File: config.mk
export PLATFORM = sky130hd
export DESIGN_NAME = dmem_arb
export DESIGN_NICKNAME = d
export VERILOG_FILES = /design/src/rtl/dmem_arb.sv
export SDC_FILE = /design/constraint.sdc
export NUM_CORES = 1
export LEC_CHECK = 0
export ABC_AREA = 0
export ABC_CLOCK_PERIOD_IN_PS = 1900
export CORE_AREA = 2 2 92 94
export CTS_CLUSTER_SIZE = 10
export DETAILED_ROUTE_END_ITERATION = 8
export DIE_AREA = 0 0 94 96
export DONT_BUFFER_PORTS = 1
export HOLD_SLACK_MARGIN = 0.02
export SYNTH_ARGS = -nofsm -noshare
export SYNTH_HDL_FRONTEND = slang
export SYNTH_SLANG_ARGS = --single-unit
File: constraint.sdc
create_clock -name clk -period 1.9 [get_ports clk]
set_input_delay 0.38 -clock clk [delete_from_list [all_inputs] [get_ports clk]]
set_output_delay 0.38 -clock clk [all_outputs]
set_load 0.01 [all_outputs]
File: src/rtl/dmem_arb.sv
// dmem_arb: two-requester arbiter for the shared data RAM with lock ownership,
// a starvation bound on locks and 1-cycle read-data routing back to the issuer.
module dmem_arb #(
    parameter int DAT_W    = 32,
    parameter int ADDR_W   = 10,
    parameter int LOCK_MAX = 16
) (
    input  logic              clk,
    input  logic              rst_b,
    input  logic              r0_req,
    input  logic              r0_we,
    input  logic              r0_lock,
    input  logic [ADDR_W-1:0] r0_addr,
    input  logic [DAT_W-1:0]  r0_wdat,
    output logic              r0_gnt,
    output logic              r0_rvld,
    output logic [DAT_W-1:0]  r0_rdat,
    input  logic              r1_req,
    input  logic              r1_we,
    input  logic              r1_lock,
    input  logic [ADDR_W-1:0] r1_addr,
    input  logic [DAT_W-1:0]  r1_wdat,
    output logic              r1_gnt,
    output logic              r1_rvld,
    output logic [DAT_W-1:0]  r1_rdat,
    output logic              mem_en,
    output logic              mem_we,
    output logic [ADDR_W-1:0] mem_addr,
    output logic [DAT_W-1:0]  mem_wdat,
    input  logic [DAT_W-1:0]  mem_rdat
);
    typedef enum logic [1:0] {FREE, OWN0, OWN1} state_t;

    // The grant that enters OWNn is the first of the locked run, so the
    // in-ownership count breaks the lock one grant before LOCK_MAX.
    localparam logic [7:0] BRK_AT = 8'(LOCK_MAX - 1);

    state_t      state_q, state_d;
    logic        ptr_q, ptr_d;
    logic [1:0]  rvld_q, rvld_d;
    logic [7:0]  cnt_q, cnt_d, cnt_inc;
    logic        g0, g1, own1, oth_req, own_req, own_lock, brk;

    assign g0 = !rst_b && r0_req && ((state_q == OWN0) || ((state_q == FREE) && (!r1_req || !ptr_q)));
    assign g1 = !rst_b && r1_req && ((state_q == OWN1) || ((state_q == FREE) && (!r0_req || ptr_q)));

    assign own1     = state_q == OWN1;
    assign oth_req  = own1 ? r0_req : r1_req;
    assign own_req  = own1 ? r1_req : r0_req;
    assign own_lock = own1 ? r1_lock : r0_lock;
    assign cnt_inc  = cnt_q + 8'd1;
    assign brk      = (state_q != FREE) && (g0 || g1) && oth_req && (cnt_inc >= BRK_AT);

    always_comb begin
        state_d = state_q;
        ptr_d   = g0 ? 1'b1 : g1 ? 1'b0 : ptr_q;
        cnt_d   = '0;
        rvld_d  = {g1 && !r1_we, g0 && !r0_we};
        if (state_q == FREE) begin
            state_d = (g0 && r0_lock) ? OWN0 : (g1 && r1_lock) ? OWN1 : FREE;
        end else begin
            cnt_d   = (!oth_req || brk) ? 8'd0 : (g0 || g1) ? cnt_inc : cnt_q;
            if (brk || ((g0 || g1) && !own_lock) || (!own_req && !own_lock))
                state_d = FREE;
        end
    end

    always_ff @(posedge clk) begin
        if (rst_b) begin
            state_q <= FREE;
            ptr_q   <= 1'b0;
            rvld_q  <= '0;
            cnt_q   <= '0;
        end else begin
            state_q <= state_d;
            ptr_q   <= ptr_d;
            rvld_q  <= rvld_d;
            cnt_q   <= cnt_d;
        end
    end

    assign r0_gnt   = g0;
    assign r1_gnt   = g1;
    assign r0_rvld  = rvld_q[0];
    assign r1_rvld  = rvld_q[1];
    assign r0_rdat  = mem_rdat;
    assign r1_rdat  = mem_rdat;
    assign mem_en   = g0 || g1;
    assign mem_we   = g0 ? r0_we : (g1 && r1_we);
    assign mem_addr = g0 ? r0_addr : g1 ? r1_addr : '0;
    assign mem_wdat = g0 ? r0_wdat : g1 ? r1_wdat : '0;
endmodule

======== After elaboration in Yosys (flattened, before gate mapping) ========
Index checks and enable logic that the tools add are counted.
operators by class
  multiply operators ...................... 0
  bitwise operators ....................... 0
  eq/ne operators ......................... 2
  shift operators ......................... 0
  $add $sub $neg .......................... 1
  multiplexer cells ....................... 14
  order comparisons ....................... 1
  divide/modulo/power cells ............... 0
  reduce and logical (&&, ||, !) cells .... 38
operator list
  operator               number
  $mux W32               2
  $mux W10               2
  $logic_and A1 B1 Y1    16
  $logic_not A1 Y1       9
  $add A8 B1 Y8 const B  1
  $ge A8 B4 Y1 const B   1
  $logic_or A1 B1 Y1     8
  $mux W2                4
  $mux W1                6
  $reduce_bool A2 Y1     3
  $reduce_or A3 Y1       1
  $eq A2 B1 Y1 const B   1
  $eq A2 B2 Y1 const B   1
  $logic_not A2 Y1       1
storage, ports and cells
  bits in read-only memories .............. 0
  memories kept ........................... 0
  word-level logic and storage cells ...... 60
  input port bits ......................... 124
  bits in latches ......................... 0
  RAM bits ................................ 0
  flip-flop bits (word level) ............. 13

======== Logic depth before layout (Yosys ltp) ========
Gate-level depths: netlist (run 1).
  word-level depth ........................ 13
  mapped depth ............................ 7

======== Least setup slack after synthesis (run 1) ========
Ideal clock, no wire load.
  path kind ............................... input -> output
  start point ............................. in rst_b
  end point ............................... out mem_wdat[10]
  required time ........................... 1520 ps
  stages on the path ...................... 4
  setup slack ............................. 53 ps
  data arrival time ....................... 1467 ps
  path buffers ............................ 2
  cell sequence ........................... clkbuf_1 nor3_2 clkbuf_1 a22o_1
on the way
  word-level cells in the longest chain between the ends .. 5
ends and longest elaborated chain
  what                              line    RTL
  start: declaration                9       input logic rst_b,
  $logic_not A1 Y1 (*)              44, 45
  $logic_and A1 B1 Y1 (2 in a row)  45      assign g1 = !rst_b && r1_req && ((state_q == OWN1) || ((state_q == FREE) && (!r0_req || ptr_q)));
  $mux W32                          91      assign mem_wdat = g0 ? r0_wdat : g1 ? r1_wdat : '0;
  $mux W32 (*)                      91
  end: declaration                  29      output logic [DAT_W-1:0] mem_wdat,
Mark *: on every way between the ends. The rest lies on a longest branch, timed or not.

======== Worst setup path in the final report (run 1) ========
  start point ............................. reg state_q[1]
  end point ............................... out mem_addr[6]
on the way
  word-level cells in the longest chain between the ends .. 6
ends and longest elaborated chain
  what                      line    RTL
  start: declaration        38      state_t state_q, state_d;
  start signal: assignment  75      state_q <= state_d;
  $logic_not A2 Y1          44, 45
  $logic_and A1 B1 Y1       45
  $logic_or A1 B1 Y1        45
  $logic_and A1 B1 Y1       45
  $mux W10                  90      assign mem_addr = g0 ? r0_addr : g1 ? r1_addr : '0;
  $mux W10 (*)              90
  end: declaration          28      output logic [ADDR_W-1:0] mem_addr,
Marks and branches as above.

==> results of run 1 <==
critical path: cells and delay by family, from the launching register on:
kind | cells | cell delay (ns)
buf+inv | 2 | 0.37
simple gates | 1 | 0.16
flops | 1 | 0.32
compound gates | 2 | 0.48
sequential cells by signal, summed over array words and instances (netlist names):
name     count
cnt_q        8
rvld_q       2
state_q      2
ptr_q        1
stage by stage:
stage / TNS, ns / hold WS, ns / setup WS [ns] / cells
finish: -0.803 / 0.194 / -0.0451 / 260
global route: -4.10 / 0.186 / -0.115 / 260
floorplan: 0 / 0.436 / 0.0527 / 219
detailed placement: 0 / 0.456 / 0.168 / 254
global placement: 0 / 0.451 / 0.181 / 254
CTS: -1.93 / 0.180 / -0.0838 / 258
per-layer routing:
metal  GRT usage  share of wire  up-vias  wire length (um)
li1            -              -      611                 -
met1       0.115           0.37      644              2070
met2       0.198           0.53       93              2950
met3      0.0282          0.079       16               437
met4      0.0278         0.0098        2                54
met5           0         0.0024        -                13
logic make-up after synthesis:
family                   count (synthesis)  synth area share
AND/OR/NAND/NOR                         46             0.149
adder cells (fa/ha/maj)                  2            0.0140
XOR/XNOR                                 2            0.0140
buffers and inverters                   85             0.338
flip-flops                              13             0.145
AO/OA/AOI/OAI                           69             0.328
multiplexers                             2            0.0119
report_power, final:
part | internal [mW] | switching [mW] | total [mW] | leakage, nW
clock | 0.148 | 0.106 | 0.254 | 0.0228
sequential | 0.278 | 0.00556 | 0.284 | 0.106
combinational | 0.104 | 0.135 | 0.240 | 0.425
total | 0.531 | 0.247 | 0.777 | 0.554
area by class of cell:
| class | instances | area (um^2) | share of cell area |
|---|---|---|---|
| Tap cell | 105 | 131 | 0.0824 |
| Timing Repair Buffer | 11 | 125 | 0.0784 |
| Sequential cell | 13 | 263 | 0.165 |
| Multi-Input combinational cell | 121 | 1010 | 0.632 |
| Clock buffer | 4 | 45.0 | 0.0282 |
| Inverter | 6 | 22.5 | 0.0141 |
synthesized netlist by cell type, types with 3 or more instances:
master and count:
a211oi_1 6, a21oi_1 4, a22o_1 42, and2_1 4, buf_2 7, buf_4 64, buf_6 5, clkbuf_1 3
dfxtp_1 13, inv_1 5, nand2_1 10, nand3_1 5, nand4_1 4, nor2_1 4, nor3_1 6, nor3b_1 3
o211ai_1 7
worst paths after layout:
path | end | slack (ns) | startpoint
min | state_q[0] | 0.19 | rst_b
max reg2reg | cnt_q[6] | 0.13 | cnt_q[0]
min reg2reg | cnt_q[4] | 0.47 | cnt_q[4]
max | mem_addr[6] | -0.05 | state_q[1]
repair_timing:
action | CTS | global route
endpoints found under the setup margin | 43 | 52
gates resized for setup | 3 | 10
buffers inserted | 0 | 1
pin swaps | 0 | 1
cloned | 0 | 1
==> results.md, run 1 <==
* Status: finished with violations
* Violated checks: setup timing
* Aggregate global-route resource usage at 0.104
* Dominant cell type by area after synthesis: buf_4
* Largest net degree at the start of global routing at 47
* Rows at 33
* Total power at 777 uW
* CTS tree: yes
* Ports at 236
* Hold-fix buffers at CTS at 0
* Post-Layout Inst Area at 1600 um^2
* Crit. End Element: output pin
* Drt wl/cell at 21.2 um
* Final Hold Fails at 0
* Fin crit period at 1.95 ns
* Crit Path Class: flop to output pin
* CP Max Fanout at 22
* CTS H-tree lvls at 1
* Die H at 96 um
* Synth async-reset ratio at 0
* Synthesized area per cell at 8.19 um^2
* Slew @ Worst Pin at 0.451 ns
* Port Buffers at 0
* Final setup vio count at 27
* RePlAce Congestion at 0.738
* Max Fclk at 514 MHz
* Initial Utilization at 0.223
* Startpoint types: flop
* Nets at 282
* Width of the chip at 94 um
* Tightest Hold Check Type: input port to flop
* Share of cells above drive strength 1 at 0.232
* CP Cell Sequence: nand2b_4, a311oi_4, buf_4, clkbuf_16, a22o_1
* Yosys top cell area share at 0.268
* Core footprint at 8050 um^2
* Mapped Area at 1790 um^2
* Grt ovf at 0
* Post-synth EDFFs at 0
* Total Wirelength at 5520 um
* Placed Area at 1440 um^2
* Vias in the first global route at 1,186
* Area delta synth->final at -11.0%
* Antenna violations before repair at 1
* Post-Syn Nets at 345
* Fin crit share at 1.02
* Synth cell types at 38
* Worst Skew at 0.00205 ns
* R2r worst-path depth at 7
* Worst hold path depth at 1
* Most frequent cells in the layout: a22o_1, dfxtp_1, nand2_1, buf_4
* Main synth FF type: dfxtp_1
* Commonest non-fill, non-tap cell in the layout: a22o_1
* Largest cells by area after synthesis: buf_4, a22o_1, dfxtp_1
* CP Data Arrival Time at 1.57 ns
* Req. time, crit path at 1.52 ns
* Residual DRC at 0
* Max transition margin at 0.699
* Leakage at 0.554 nW
* RSZ-0062 raised after global routing: yes
* Seq/Total Area, Yosys at 0.145
* Max Slew Vio Count at 0
* First-pass GRT wire length at 6930 um
* Filler cell count at 880
* Synth Warn # at 0
* CP max stage cell: dfxtp_2
* DRT iter0 DRCs at 32
* CP peak stage delay at 0.32 ns
* Num CTS Buffers at 3
* Post-DP HPWL at 4530 um
* Die area at 9020 um^2
* CTS clk-pin slew, worst paths at 0.06 ns
* Drt first pass iters at 4
* Maximum VDD drop at 0.251 mV
* Detailed-route via count at 1,366
* CTS root buf: clkbuf_8
* Clk_lat worst skew at 0.24 ns
* Bufs on Longest Clock Path at 2
* Max-cap viol count at 0
* Final worst slack at -0.0451 ns
* Vias per cell at 5.25
* Antenna viol nets, final at 0
* Post-layout util at 0.198
* PD cells at 487 nW/um^2
* N_diodes at 0
* # clock sinks at 13
* Cells after synthesis at 219
* Register bit count reported by yosys at 13
No activity file was read; power rests on OpenSTA's default activity.
==> inputs of run 2 (changes only) <==
--- a/config.mk
+++ b/config.mk
@@ -6,7 +6,7 @@
 export NUM_CORES = 1
 export LEC_CHECK = 0
 export ABC_AREA = 0
-export ABC_CLOCK_PERIOD_IN_PS = 1900
+export ABC_CLOCK_PERIOD_IN_PS = 1800
 export CORE_AREA = 2 2 92 94
 export CTS_CLUSTER_SIZE = 10
 export DETAILED_ROUTE_END_ITERATION = 8
==> constraint.sdc (replaced) <==
create_clock -name clk -period 1.8 [get_ports clk]
set_input_delay 0.36 -clock clk [delete_from_list [all_inputs] [get_ports clk]]
set_output_delay 0.36 -clock clk [all_outputs]
set_load 0.01 [all_outputs]
==> run 2 against run 1 <==
Compared with the run above:
- the run still ends with setup timing left
- total power increased by 7.0%
- combinational power increased by 15%
- worst setup slack got worse by 0.094 ns
- largest power group unchanged
==> results.md, run 2 (synthesis results as in run 1) <==
* WHS at 0.178 ns (-0.0167 ns)
* RSZ-0062 raised after global routing: yes
* Violated checks: setup timing
* Status: finished with violations
* Tightest Hold Check Type: input port to flop
* Fin crit share at 1.08
* Leakage at 0.597 nW (+7.9%)
* Drt first pass iters at 5 (+1)
* Max-cap viol count at 0 (unchanged)
* Die area at 9020 um^2 (unchanged)
* Commonest non-fill, non-tap cell in the layout: a22o_1
* Crit. End Element: output pin
* Hold-fix buffers at CTS at 0 (unchanged)
* Final worst slack at -0.139 ns (-0.0941 ns)
* Internal power at 580 uW (+9.3%)
* Port Buffers at 0 (unchanged)
* Rows at 33 (unchanged)
* Sw frac at 0.302 (-0.0147)
* # clock sinks at 13 (unchanged)
* Largest net degree at the start of global routing at 45 (-4.3%)
* CP Data Arrival Time at 1.58 ns (about the same)
* Aggregate global-route resource usage at 0.106 (+0.00146)
* Max Slew Vio Count at 0 (unchanged)
* PD cells at 488 nW/um^2 (+0.13%)
* Ports at 236 (unchanged)
* N_diodes at 0 (unchanged)
* First-pass GRT wire length at 7200 um (+3.8%)
* Total Wirelength at 5400 um (-2.2%)
* RePlAce Congestion at 0.901 (+22%)
* Combinational share of power at 0.331 (+0.023)
* Final Hold Fails at 0 (unchanged)
* Antenna violations before repair at 0 (-1)
* CTS root buf: clkbuf_8
* Initial Utilization at 0.223 (unchanged)
* Residual DRC at 0 (unchanged)
* Setup WS pre-CTS at 0.0785 ns (-0.0895 ns)
* Core footprint at 8050 um^2 (unchanged)
* Vias per cell at 5.16 (-1.7%)
* Register Area at 270 um^2 (+2.9%)
* Post-DP HPWL at 4300 um (-5.1%)
* Register with the most flip-flops: cnt_q
* Maximum VDD drop at 0.363 mV (+45%)
* Worst Skew at 0.00711 ns (+0.00506 ns)
* Most frequent cells in the layout: a22o_1, nand2_1, dfxtp_1, buf_4
* DRT iter0 DRCs at 24 (-25%)
* Switching power at 251 uW (+2.0%)
* Drt wl/cell at 20.5 um (-3.7%)
* Detailed-route via count at 1,363 (-0.22%)
* Filler cell count at 885 (+0.57%)
* Bufs on Longest Clock Path at 2 (unchanged)
* Final setup vio count at 44 (+63%)
* Antenna viol nets, final at 0 (unchanged)
* Vias in the first global route at 1,264 (+6.6%)
* Width of the chip at 94 um (unchanged)
* Max reg flops at 8 (unchanged)
* Crit Path Class: flop to output pin
* Startpoint types: flop
* Max Fclk at 516 MHz
* Area delta synth->final at -4.95%
* Clk_lat worst skew at 0.24 ns (about the same)
* CP Max Fanout at 7 (-68%)
* Top flop regs: cnt_q (8), rvld_q (2), state_q (2)
* CTS tree: yes
* Die H at 96 um (unchanged)
* Area of the multi-input gates at 1030 um^2 (+2.4%)
* Max transition margin at 0.715 (+0.0164)
* Nets at 286 (+1.4%)
* Req. time, crit path at 1.44 ns (-0.08 ns)
* Num CTS Buffers at 3 (unchanged)
* Part of the power in registers at 0.358 (-0.007)
* Slew @ Worst Pin at 0.426 ns (-0.0258 ns)
* Clock Power Share at 0.312 (-0.015)
* Share of cells above drive strength 1 at 0.283 (+0.0508)
* Fin crit period at 1.94 ns
* Grt ovf at 0 (unchanged)
* CTS H-tree lvls at 1 (unchanged)
* CTS clk-pin slew, worst paths at 0.05 ns (about the same)
-- run 2: per-stage QoR --
stage          utilization  setup TNS (ns)  power (mW)  cell area (um^2)  instances
6_report             0.212           -3.72       0.831              1700        264
5_1_grt              0.212           -7.26       0.876              1700        264
3_3_place_gp         0.179               0       0.526              1440        254
3_5_place_dp         0.179               0       0.528              1440        254
4_1_cts              0.202           -4.04       0.829              1620        263
2_1_floorplan            -               0       0.649              1790        219
-- run 2: layout make-up --
type | instances | share of cell area
tap | 105 | 0.0771
timing repair buffer | 15 | 0.119
sequential | 13 | 0.159
inverter | 6 | 0.0132
clock buffer | 4 | 0.0264
multi-input combinational | 121 | 0.606
-- run 2: path summary, 6_finish.rpt --
kind / startpoint / end / slack, ns / cells past startpoint
min: rst_b / state_q[0] / 0.18 / 1
max reg2reg: cnt_q[3] / cnt_q[2] / 0.13 / 5
min reg2reg: cnt_q[4] / cnt_q[4] / 0.48 / 2
max: state_q[1] / mem_we / -0.14 / 6
-- run 2: layer usage --
layer	track usage	share of wire	up-vias
met5	0	0	-
met1	0.119	0.38	628
li1	-	-	621
met2	0.196	0.53	94
met4	0.0302	0.016	0
met3	0.0274	0.078	20
-- run 2: power by group through the flow --
stage	Clock, mW	Combinational, mW	Sequential, mW
2_1_floorplan	0	0.345	0.304
3_3_place_gp	0	0.221	0.305
3_5_place_dp	0	0.222	0.306
4_1_cts	0.268	0.263	0.298
5_1_grt	0.281	0.298	0.297
6_report	0.259	0.275	0.297
-- run 2: critical path, stage by stage, from the launching register on --
cell and delay [ns]:
dfxtp_2 0.32, nand2b_4 0.16, a311oi_4 0.26, buf_6 0.17, buf_8 0.12, mux2i_2 0.23, nor2_2 0.08
-- run 2: repair_timing --
action | 4_1_cts | 5_1_grt
pin swaps | 4 | 5
cloned | 2 | 0
buffers inserted | 3 | 1
resized for setup | 13 | 13
setup endpoints to repair | 44 | 54
==> inputs of run 3 (changes only) <==
--- a/config.mk
+++ b/config.mk
@@ -13,6 +13,7 @@
 export DIE_AREA = 0 0 94 96
 export DONT_BUFFER_PORTS = 1
 export HOLD_SLACK_MARGIN = 0.02
+export SLEW_MARGIN = 40
 export SYNTH_ARGS = -nofsm -noshare
 export SYNTH_HDL_FRONTEND = slang
 export SYNTH_SLANG_ARGS = --single-unit
==> results of run 3 <==
Final layout, timing and power as in run 2 (identical DEF).
